===== config.mk =====
export PLATFORM = sky130hd
export DESIGN_NAME = proc_core_flat
export DESIGN_NICKNAME = d
export VERILOG_FILES = /design/src/rtl/proc_pkg.sv /design/src/rtl/proc_if.sv /design/src/rtl/proc_alu.sv /design/src/rtl/proc_core.sv /design/src/flat_wrapper.sv
export SDC_FILE = /design/constraint.sdc
export NUM_CORES = 1
export LEC_CHECK = 0
export CORE_UTILIZATION = 30
export DETAILED_ROUTE_END_ITERATION = 8
export GPL_TIMING_DRIVEN = 0
export SLEW_MARGIN = 30
export SYNTH_ARGS = -nofsm -noshare
export SYNTH_HDL_FRONTEND = slang
export SYNTH_SLANG_ARGS = --single-unit
export TNS_END_PERCENT = 10

===== constraint.sdc =====
create_clock -name clk -period 6.2 [get_ports clk]
set_clock_uncertainty 0.2 [all_clocks]
set_input_delay 0.93 -clock clk [delete_from_list [all_inputs] [get_ports clk]]
set_output_delay 0.93 -clock clk [all_outputs]
set_load 0.02 [all_outputs]

===== src/rtl/proc_pkg.sv =====
// Shared constants and types for the proc_core slice: field positions, opcode classes, ALU ops, flags.
package proc_pkg;
  localparam int WORD_W = 16;
  localparam int NREG   = 8;
  localparam int REG_AW = 3;

  localparam int CLS_HI = 15, CLS_LO = 14;
  localparam int FN_HI  = 13, FN_LO  = 11;
  localparam int RD_HI  = 10, RD_LO  = 8;
  localparam int RS_HI  = 7,  RS_LO  = 5;
  localparam int IMM_HI = 7,  IMM_LO = 0;

  typedef enum logic [1:0] {
    CLS_ALU_R = 2'b00,
    CLS_ALU_I = 2'b01,
    CLS_MEM   = 2'b10,
    CLS_CTL   = 2'b11
  } cls_e;

  typedef enum logic [2:0] {
    ALU_ADD = 3'd0, ALU_SUB = 3'd1, ALU_AND = 3'd2, ALU_OR  = 3'd3,
    ALU_XOR = 3'd4, ALU_SHL = 3'd5, ALU_SHR = 3'd6, ALU_MOV = 3'd7
  } alu_op_e;

  localparam logic [2:0] MEM_LD  = 3'd0;
  localparam logic [2:0] MEM_ST  = 3'd1;
  localparam logic [2:0] MEM_MUL = 3'd2;

  localparam logic [2:0] CTL_JMP = 3'd0;
  localparam logic [2:0] CTL_JZ  = 3'd1;
  localparam logic [2:0] CTL_JC  = 3'd2;
  localparam logic [2:0] CTL_JS  = 3'd3;
  localparam logic [2:0] CTL_BR  = 3'd4;

  typedef struct packed {
    logic c;
    logic s;
    logic z;
  } flags_t;
endpackage


===== src/rtl/proc_if.sv =====
// Instruction/data bus between proc_core (master) and the external memories (slave).
interface proc_if;
  import proc_pkg::*;
  logic [WORD_W-1:0] pc;
  logic [WORD_W-1:0] inst;
  logic [WORD_W-1:0] mem_addr;
  logic [WORD_W-1:0] mem_in;
  logic [WORD_W-1:0] mem_out;
  logic              we;

  modport master (output pc, mem_addr, mem_out, we, input inst, mem_in);
  modport slave  (input pc, mem_addr, mem_out, we, output inst, mem_in);
endinterface


===== src/rtl/proc_alu.sv =====
// Combinational ALU: operand0 (rd) OP operand1 (rs or imm) with carry/sign/zero flags.
module proc_alu
  import proc_pkg::*;
(
  input  logic [WORD_W-1:0] a,
  input  logic [WORD_W-1:0] b,
  input  alu_op_e           op,
  output logic [WORD_W-1:0] y,
  output flags_t            fl
);
  logic [WORD_W:0] ext;
  logic            c;

  always_comb begin
    ext = '0;
    y   = '0;
    c   = 1'b0;
    case (op)
      ALU_ADD: begin ext = {1'b0, a} + {1'b0, b}; y = ext[WORD_W-1:0]; c = ext[WORD_W]; end
      // borrow is exactly the unsigned a<b case
      ALU_SUB: begin y = a - b; c = (a < b); end
      ALU_AND: y = a & b;
      ALU_OR : y = a | b;
      ALU_XOR: y = a ^ b;
      ALU_SHL: begin y = {a[WORD_W-2:0], 1'b0}; c = a[WORD_W-1]; end
      ALU_SHR: begin y = {1'b0, a[WORD_W-1:1]}; c = a[0]; end
      ALU_MOV: y = b;
      default: y = '0;
    endcase
  end

  assign fl = '{c: c, s: y[WORD_W-1], z: (y == '0)};
endmodule


===== src/rtl/proc_core.sv =====
// Single-cycle 16-bit load/store core: decode, register file, writeback and pc update.
// Optional MUL in the class-10 func-010 slot when PROC_MUL_EN is defined.
module proc_core
  import proc_pkg::*;
(
  input  logic   clk,
  input  logic   rst,
  proc_if.master bus
);
`ifdef PROC_MUL_EN
  localparam bit MUL_EN = 1'b1;
`else
  localparam bit MUL_EN = 1'b0;
`endif

  logic [WORD_W-1:0]   rf [NREG];
  logic [WORD_W-1:0]   pc_q, pc_nx, opa, opb, rs_v, alu_y, rf_wd;
  logic [2*WORD_W-1:0] prod;
  flags_t              fl_q, fl_d, alu_fl;
  logic                rf_we, fl_we;
  cls_e                cls;
  logic [2:0]          fn;
  logic [REG_AW-1:0]   rd, rs;
  logic [7:0]          imm;

  assign cls  = cls_e'(bus.inst[CLS_HI:CLS_LO]);
  assign fn   = bus.inst[FN_HI:FN_LO];
  assign rd   = bus.inst[RD_HI:RD_LO];
  assign rs   = bus.inst[RS_HI:RS_LO];
  assign imm  = bus.inst[IMM_HI:IMM_LO];

  assign opa  = rf[rd];
  assign rs_v = rf[rs];
  assign opb  = (cls == CLS_ALU_R) ? rs_v : {{(WORD_W-8){1'b0}}, imm};
  assign prod = {{WORD_W{1'b0}}, opa} * {{WORD_W{1'b0}}, rs_v};

  proc_alu u_alu (.a(opa), .b(opb), .op(alu_op_e'(fn)), .y(alu_y), .fl(alu_fl));

  assign bus.pc       = pc_q;
  assign bus.mem_addr = rs_v;
  assign bus.mem_out  = opa;
  // gated by rst so an in-flight store is dropped the moment reset asserts
  assign bus.we       = rst && (cls == CLS_MEM) && (fn == MEM_ST);

  always_comb begin
    rf_we = 1'b0;
    fl_we = 1'b0;
    rf_wd = alu_y;
    fl_d  = alu_fl;
    case (cls)
      CLS_ALU_R, CLS_ALU_I: begin rf_we = 1'b1; fl_we = 1'b1; end
      CLS_MEM: begin
        if (fn == MEM_LD) begin
          rf_we = 1'b1;
          rf_wd = bus.mem_in;
        end else if (MUL_EN && fn == MEM_MUL) begin
          rf_we = 1'b1;
          fl_we = 1'b1;
          rf_wd = prod[WORD_W-1:0];
          fl_d  = '{c: |prod[2*WORD_W-1:WORD_W], s: prod[WORD_W-1], z: (prod[WORD_W-1:0] == '0)};
        end
      end
      default: ;
    endcase
  end

  always_comb begin
    pc_nx = pc_q + WORD_W'(1);
    if (cls == CLS_CTL) begin
      case (fn)
        CTL_JMP: pc_nx = rs_v;
        CTL_JZ : if (fl_q.z) pc_nx = rs_v;
        CTL_JC : if (fl_q.c) pc_nx = rs_v;
        CTL_JS : if (fl_q.s) pc_nx = rs_v;
        CTL_BR : pc_nx = pc_q + {{(WORD_W-8){imm[7]}}, imm};
        default: ;
      endcase
    end
  end

  always_ff @(posedge clk or negedge rst) begin
    if (!rst) begin
      pc_q <= '0;
      fl_q <= '0;
      for (int i = 0; i < NREG; i++) rf[i] <= '0;
    end else begin
      pc_q <= pc_nx;
      if (fl_we) fl_q <= fl_d;
      if (rf_we) rf[rd] <= rf_wd;
    end
  end
endmodule


===== src/flat_wrapper.sv =====
// flat-port wrapper written by rule: the top's interface ports become plain ports
module proc_core_flat import proc_pkg::*;
  (clk, rst, bus_pc, bus_mem_addr, bus_mem_out, bus_we, bus_inst, bus_mem_in);
  proc_if bus_i ();
  input  logic clk;
  input  logic rst;
  output wire logic [$bits(bus_i.pc)-1:0] bus_pc;
  output wire logic [$bits(bus_i.mem_addr)-1:0] bus_mem_addr;
  output wire logic [$bits(bus_i.mem_out)-1:0] bus_mem_out;
  output wire logic [$bits(bus_i.we)-1:0] bus_we;
  input wire logic [$bits(bus_i.inst)-1:0] bus_inst;
  input wire logic [$bits(bus_i.mem_in)-1:0] bus_mem_in;
  assign bus_pc = bus_i.pc;
  assign bus_mem_addr = bus_i.mem_addr;
  assign bus_mem_out = bus_i.mem_out;
  assign bus_we = bus_i.we;
  assign bus_i.inst = bus_inst;
  assign bus_i.mem_in = bus_mem_in;
  proc_core u_core (.clk(clk), .rst(rst), .bus(bus_i));
endmodule

# Yosys cells after proc, flatten, opt, wreduce, memory -nomap -nowiden
# Index checks and enable logic that the tools add are counted.
[classes]
n_lt_le_gt_ge = 4
addsub = 4
n_bitwise = 5
n_mux = 22
n_reduce_logical = 7
n_eq_ne = 10
[op_table]
columns = ["operator", "n"]
rows = [
  ["$mux 16", 12],
  ["$bwmux 128", 1],
  ["$pmux 16 s8", 1],
  ["$bmux 16 s3", 2],
  ["$pmux 16 s5", 1],
  ["$demux 16 s3", 1],
  ["$add 16x16->17", 1],
  ["$add 16x1->16 const B", 1],
  ["$add 16x16->16", 1],
  ["$and 16x16->16", 1],
  ["$logic_not 16->1", 1],
  ["$lt 16x16->1", 1],
  ["$or 16x16->16", 1],
  ["$sub 16x16->16", 1],
  ["$xor 16x16->16", 1],
  ["$eq 3x3->1 const B", 4],
  ["$ge 4x4->1 const B", 2],
  ["$not 3->4", 2],
  ["$eq 3x2->1 const B", 2],
  ["$eq 2x2->1 const B", 2],
  ["$lt 4x1->1 const B", 1],
  ["$pmux 1 s4", 1],
  ["$eq 3x1->1 const B", 1],
  ["$logic_and 1x1->1", 3],
  ["other kinds (6)", 7],
]
[word_totals]
output_inout_bits = 49
wordCells = 64
in_bits = 34
regBits = 147

# Depth between registers and ports, before layout
# Gate-level depths: netlist of the first run.
[depth]
ltp_word = 10
mapped_depth = 19
mapped_depth_nobuf = 16

# Hierarchy
# Synthesis of the first run repeated with hierarchy kept, for this count alone.
[hier_totals]
cells_unflattened = 1273
hier_area_um2 = 11278.3
[by_module_without_submodules]
columns = ["module", "area_each_um2", "seq_area_each_um2", "n_inst", "cells_per_inst"]
rows = [
  ["proc_core", 8420.6, 3678.5, 1, 842],
  ["proc_alu", 2857.7, 0.0, 1, 431],
]

# Worst setup path after synthesis of the first run
# No wires, ideal clock.
[synth_path]
path_type = "input to register"
start = "input port bus_inst[6]"
end = "register u_core.fl_q[0] (netlist bit)"
t_arrival_ps = 5014
path_slack_ps = 922
path_buffers = 3
path_stages = 17
setup_time_ps = 64
required_time_ps = 5936
cell_sequence = "buf_2 buf_1 mux4_2 mux2_2 nand2_1 and2_1 ha_1 buf_2 nor3_1 a21oi_1 a2111oi_0 nor4_1 nor3b_2 nand4_1 or4_1 nor4_1 a21o_1"
[synth_between]
elab_chain_cells = 8
elab_cells_between_ends = 12
classes_between = "add/sub: 2; mux: 5; bitwise: 4; reduce/logical: 1"
[synth_rtl]
columns = ["element", "line", "text"]
rows = [
  ["from (decl)", "flat_wrapper.sv:11", "input wire logic [$bits(bus_i.inst)-1:0] bus_inst;"],
  ["$not 3->4 (implied by the code) *", "proc_core.sv:33", "assign rs_v = rf[rs];"],
  ["$bmux 16 s3 *", "proc_core.sv:33", ""],
  ["$mux 16 (implied by the code) * (2 in a row)", "proc_core.sv:33", ""],
  ["via bus_mem_addr[4]", "flat_wrapper.sv:8", "output wire logic [$bits(bus_i.mem_addr)-1:0] bus_mem_addr;"],
  ["$mux 16 *", "proc_core.sv:34", "assign opb = (cls == CLS_ALU_R) ? rs_v : {{(WORD_W-8){1'b0}}, imm};"],
  ["$sub 16x16->16 (tied with other cells)", "proc_alu.sv:21", "ALU_SUB: begin y = a - b; c = (a < b); end"],
  ["$pmux 16 s8 *", "proc_alu.sv:18", "case (op)"],
  ["$logic_not 16->1 *", "proc_alu.sv:32", "assign fl = '{c: c, s: y[WORD_W-1], z: (y == '0)};"],
  ["to (signal assigned)", "proc_core.sv:88", "if (fl_we) fl_q <= fl_d;"],
  ["to (decl)", "proc_core.sv:19", "flags_t fl_q, fl_d, alu_fl;"],
]
# The timed path passes the listed nets; every way through them passes the cells marked *. The select of a mux whose other input is x is not followed.
# A chain may end at the register's enable or synchronous reset.

# Worst setup path in the final report of the first run
[layout_path]
start = "input port bus_inst[8]"
end = "register u_core.fl_q[0] (netlist bit)"
[layout_between]
elab_chain_cells = 7
elab_cells_between_ends = 11
classes_between = "add/sub: 2; mux: 4; bitwise: 4; reduce/logical: 1"
[layout_rtl]
columns = ["element", "line", "text"]
rows = [
  ["$not 3->4 (implied by the code) *", "proc_core.sv:32", "assign opa = rf[rd];"],
  ["$bmux 16 s3 *", "proc_core.sv:32", ""],
  ["$mux 16 (implied by the code) * (2 in a row)", "proc_core.sv:32", ""],
  ["$sub 16x16->16 (tied with other cells)", "proc_alu.sv:21", ""],
  ["$pmux 16 s8 *", "proc_alu.sv:18", ""],
  ["$logic_not 16->1 *", "proc_alu.sv:32", ""],
]
# Every way passes the cells marked *; elsewhere a longest branch is shown, timed or not. The select of a mux whose other input is x is not followed.

==> impl.org, run 1 <==
** Global route
- Maximum number of pins on one net before global-route repair :: 79
- Global-route wire length before repair :: 71,810 um
- Global-route usage over all layers :: 23.59%
- Number of antenna violations at the first check in global routing :: 0
- GR Overflow Total :: 0
- The via count of the first global-routing pass was 11.17k.

** Power
- In this run the static leakage power is 5.827 nW.
- After layout, the design draws a total of 5.583 mW.
- The worst-case IR drop observed on VDD is 0.0002045 V.
- Power spread over the standard cell area amounts to 398.9 nW/um^2.

** Clock network
- Clock-pin slew was measured on the worst setup and hold paths at 0.06 ns.
- The clock reaches the later pin of the worst-skew pair after 0.43 ns.
- The tree built by TritonCTS fans out to 147 sinks.
- The H-tree generated during clock tree synthesis spans 4 levels.
- Number of hold buffers added after cts :: 0
- Once the clock tree was built, the setup fixing pass inserted 0 buffers.
- Cell at the root of the clock tree :: clkbuf_16
- Counting along the longest clock path gives a buffer depth of 2.
- Number of buffers inserted during clock tree synthesis :: 17
- TritonCTS built the clock tree.

** STA
- The max-slew violation count is 0.
- The hold violation total from the final report was 0.
- Fin crit period :: 6.088 ns
- On the final layout, the worst hold slack is 0.2970 ns.
- Post-layout worst setup margin :: 0.1119 ns
- Relative slew slack :: 30.90%
- Highest achievable clock rate :: 164.3 MHz
- Setup repair after global routing left no endpoint under its margin.
- Period Utilization, post-route :: 98.20%
- Final Setup Violations :: 0
- For the pin with the worst max-slew slack, the measured transition is 1.036 ns.

** Place
- At the placement stage, the worst setup path has a slack of -1.073 ns.
- In this run, placement finished with an instance count of 1,945.
- Port Buffers :: 80
- At the end of routability-driven placement, the weighted congestion stood at 0.9837.
- Detailed placement finished with a half-perimeter wire length of 35,920 um.

** Critical path
- The worst setup path is captured at a flip-flop.
- Worst path required time :: 6.35 ns
- Launching element type of the critical path :: primary input
- Worst path arrival time :: 6.24 ns
- The worst setup path is of the primary input to flip-flop kind.
- Worst Path Max Fanout :: 9

** Synth
- Post-synthesis net count :: 1,446
- Top FF cell, synth :: dfrtp_1
- Count of warnings emitted by yosys :: 0
- In this run, synthesis produced a sequential element count of 147.
- Counting distinct cell types in the post-synthesis netlist gives 76.
- Fraction of the yosys area taken by sequential cells :: 31.24%
- The average instance in the mapped netlist occupies 8.755 um^2.
- The biggest area contributor in the post-synthesis netlist is dfrtp_1.
- In the synthesized netlist the async set-or-reset flop fraction comes to 100.0%.
- By area the synthesized netlist is led by dfrtp_1, ha_1, mux4_2.
- EDFF count, synth :: 0
- Summed over its instances, the top area cell type makes up 31.24% of the synthesized netlist area.
- Post-synthesis instance area :: 11,780 um^2
- Post-Syn Instances :: 1,345

** Detailed routing
- Average routed wire per standard cell :: 24.28 um
- Drt initial violations :: 1,387
- Detailed Routing Iterations Pass 1 :: 6
- Detailed routing inserted a total of 11.57k vias.
- Number of remaining DRC errors :: 0
- Final wirelength :: 48,000 um
- Final antenna-violating net count :: 0
- Post-detailed-route via-to-cell ratio :: 5.853

** Floorplan
- Once the floorplan was initialized, standard cells occupied 30.47% of the core.
- Width of the die :: 200.1 um
- Vertical die dimension :: 200.1 um
- Ports placed on the boundary :: 83
- The die covers 40,050 um^2.
- Row cnt :: 72
- The core region is 38,650 um^2.

** Status
- The run finished with clean final reports.

** Layout
- Area Growth Syn to Fin :: 18.85%
- End-of-flow core utilization :: 36.21%
- For this run, the post-layout net count is 1,548.
- Final standard cell count with taps included and fillers excluded :: 1,977
- Top library cells by usage in the layout, fill and taps aside :: nand2_1, dfrtp_1, nor2_1
- The library cell used most frequently in the layout, excluding fill and tap cells, is nand2_1.
- Number of diodes :: 0
- The post-route netlist has 11.93% of its cells at a drive strength greater than 1.

** Job
- The tool flagged a number of max-cap violations equal to 0.

** Worst hold path
- Worst hold path type :: primary input to async pin
[power breakdown]
| part | switching [mW] | leakage, nW | internal [mW] |
|---|---|---|---|
| registers | 0.311 | 1.80 | 1.29 |
| clock network | 0.452 | 0.283 | 0.602 |
| logic | 1.73 | 3.74 | 1.20 |
[registers in the layout, indices dropped and copies added, names as in the netlist]
| signal | count |
|---|---|
| u_core.bus.pc | 16 |
| u_core.rf | 128 |
| u_core.fl_q | 3 |
[worst max-delay path: stages]
cell,delay [ns]
clkdlybuf4s50_1,0.63
nor2b_1,0.19
clkbuf_1,0.56
a32oi_1,0.33
and3_1,0.33
ha_1,0.30
clkbuf_1,0.36
nor2b_1,0.24
o211ai_1,0.15
a21oi_1,0.39
xnor2_1,0.24
or3b_2,0.48
a211o_1,0.29
or4_1,0.41
nor4_1,0.30
a21o_1,0.12
[cell families (layout without fill, tap and decap cells)]
group                      count (synthesis)  in the layout  synth area share (%)
xor gates and xnor gates                  50             50                 3.719
adders and majority gates                 67             67                 7.311
and+or+nand+nor                          423            423                 16.63
AOI/OAI and AO/OA                        388            388                 21.30
DFF                                      147            147                 31.24
muxes                                    124            124                 14.58
buffers and inverters                    146            260                 5.217
[synth_stat cells (all sizes together), types with 7 or more instances]
cell	count
a21o	8
nand2b	12
buf	29
mux2	45
a32oi	7
or3	8
a211oi	12
a22oi	22
o211ai	10
o21ai	107
xnor2	26
a21oi	98
nor2	111
nand2	154
and2	14
xor2	24
nor3	20
o21bai	7
dfrtp	147
mux4	31
nand3	30
a31oi	17
inv	57
or2	9
o22ai	14
and3	12
ha	64
o221ai	10
clkbuf	60
a221o	10
nand4	10
nor2b	21
a221oi	16
mux2i	48
[worst paths after layout]
kind | from | slack (ns) | end | cells past startpoint
hold / removal | rst | 0.30 | u_core.rf[32] | 1
hold reg to reg | u_core.fl_q[0] | 0.30 | u_core.fl_q[0] | 1
min in group clk | u_core.fl_q[0] | 0.30 | u_core.fl_q[0] | 1
setup / recovery | bus_inst[8] | 0.11 | u_core.fl_q[0] | 16
max in group asynchronous | rst | 4.70 | u_core.rf[107] | 2
setup reg to reg | u_core.rf[32] | 1.26 | u_core.fl_q[0] | 15
[timing repair]
action	CTS	global route
resized for setup	13	22
pin swaps	0	0
endpoints found under the setup margin	37	35
[layer usage]
layer | track usage (%) | wire length [um] | part of all wire (%)
met5 | 0 | 0 | 0
met4 | 10.19 | 1931 | 4.0
met1 | 31.42 | 20050 | 42
met2 | 37.30 | 21710 | 45
met3 | 4.377 | 4311 | 9.0
[cell type report]
| class | count | area (um^2) |
|---|---|---|
| Tap cell | 518 | 648.1 |
| Inverter | 57 | 214.0 |
| Multi-Input combinational cell | 1052 | 7606 |
| Clock buffer | 19 | 432.9 |
| Timing Repair Buffer | 83 | 850.8 |
| Buffer | 89 | 416.7 |
| Sequential cell | 147 | 3679 |
| Clock inverter | 12 | 147.6 |
| Fill cell | 3902 | 24650 |
[metrics by stage]
stage | cell area, um^2 | TNS (ns)
floorplan | 11780 | 0
global route | 13990 | 0
finish | 13990 | 0
detailed placement | 13270 | -31.77
global placement | 13220 | -370.90
CTS | 13890 | 0
No activity file was read; power rests on OpenSTA's default activity.
==> run 2, diff against run 1 <==
==> constraint.sdc (replaced) <==
create_clock -name clk -period 6.2 [get_ports clk]
set_clock_uncertainty 0.2 [all_clocks]
set_input_delay 0.93 -clock clk [delete_from_list [all_inputs] [get_ports clk]]
set_output_delay 0.93 -clock clk [all_outputs]
set_load 0.05 [all_outputs]
==> results of run 2 <==
The final DEF is identical to that of run 1. Status: complete, no violations.
Main changes from that run: total power 5.583 mW -> 5.845 mW
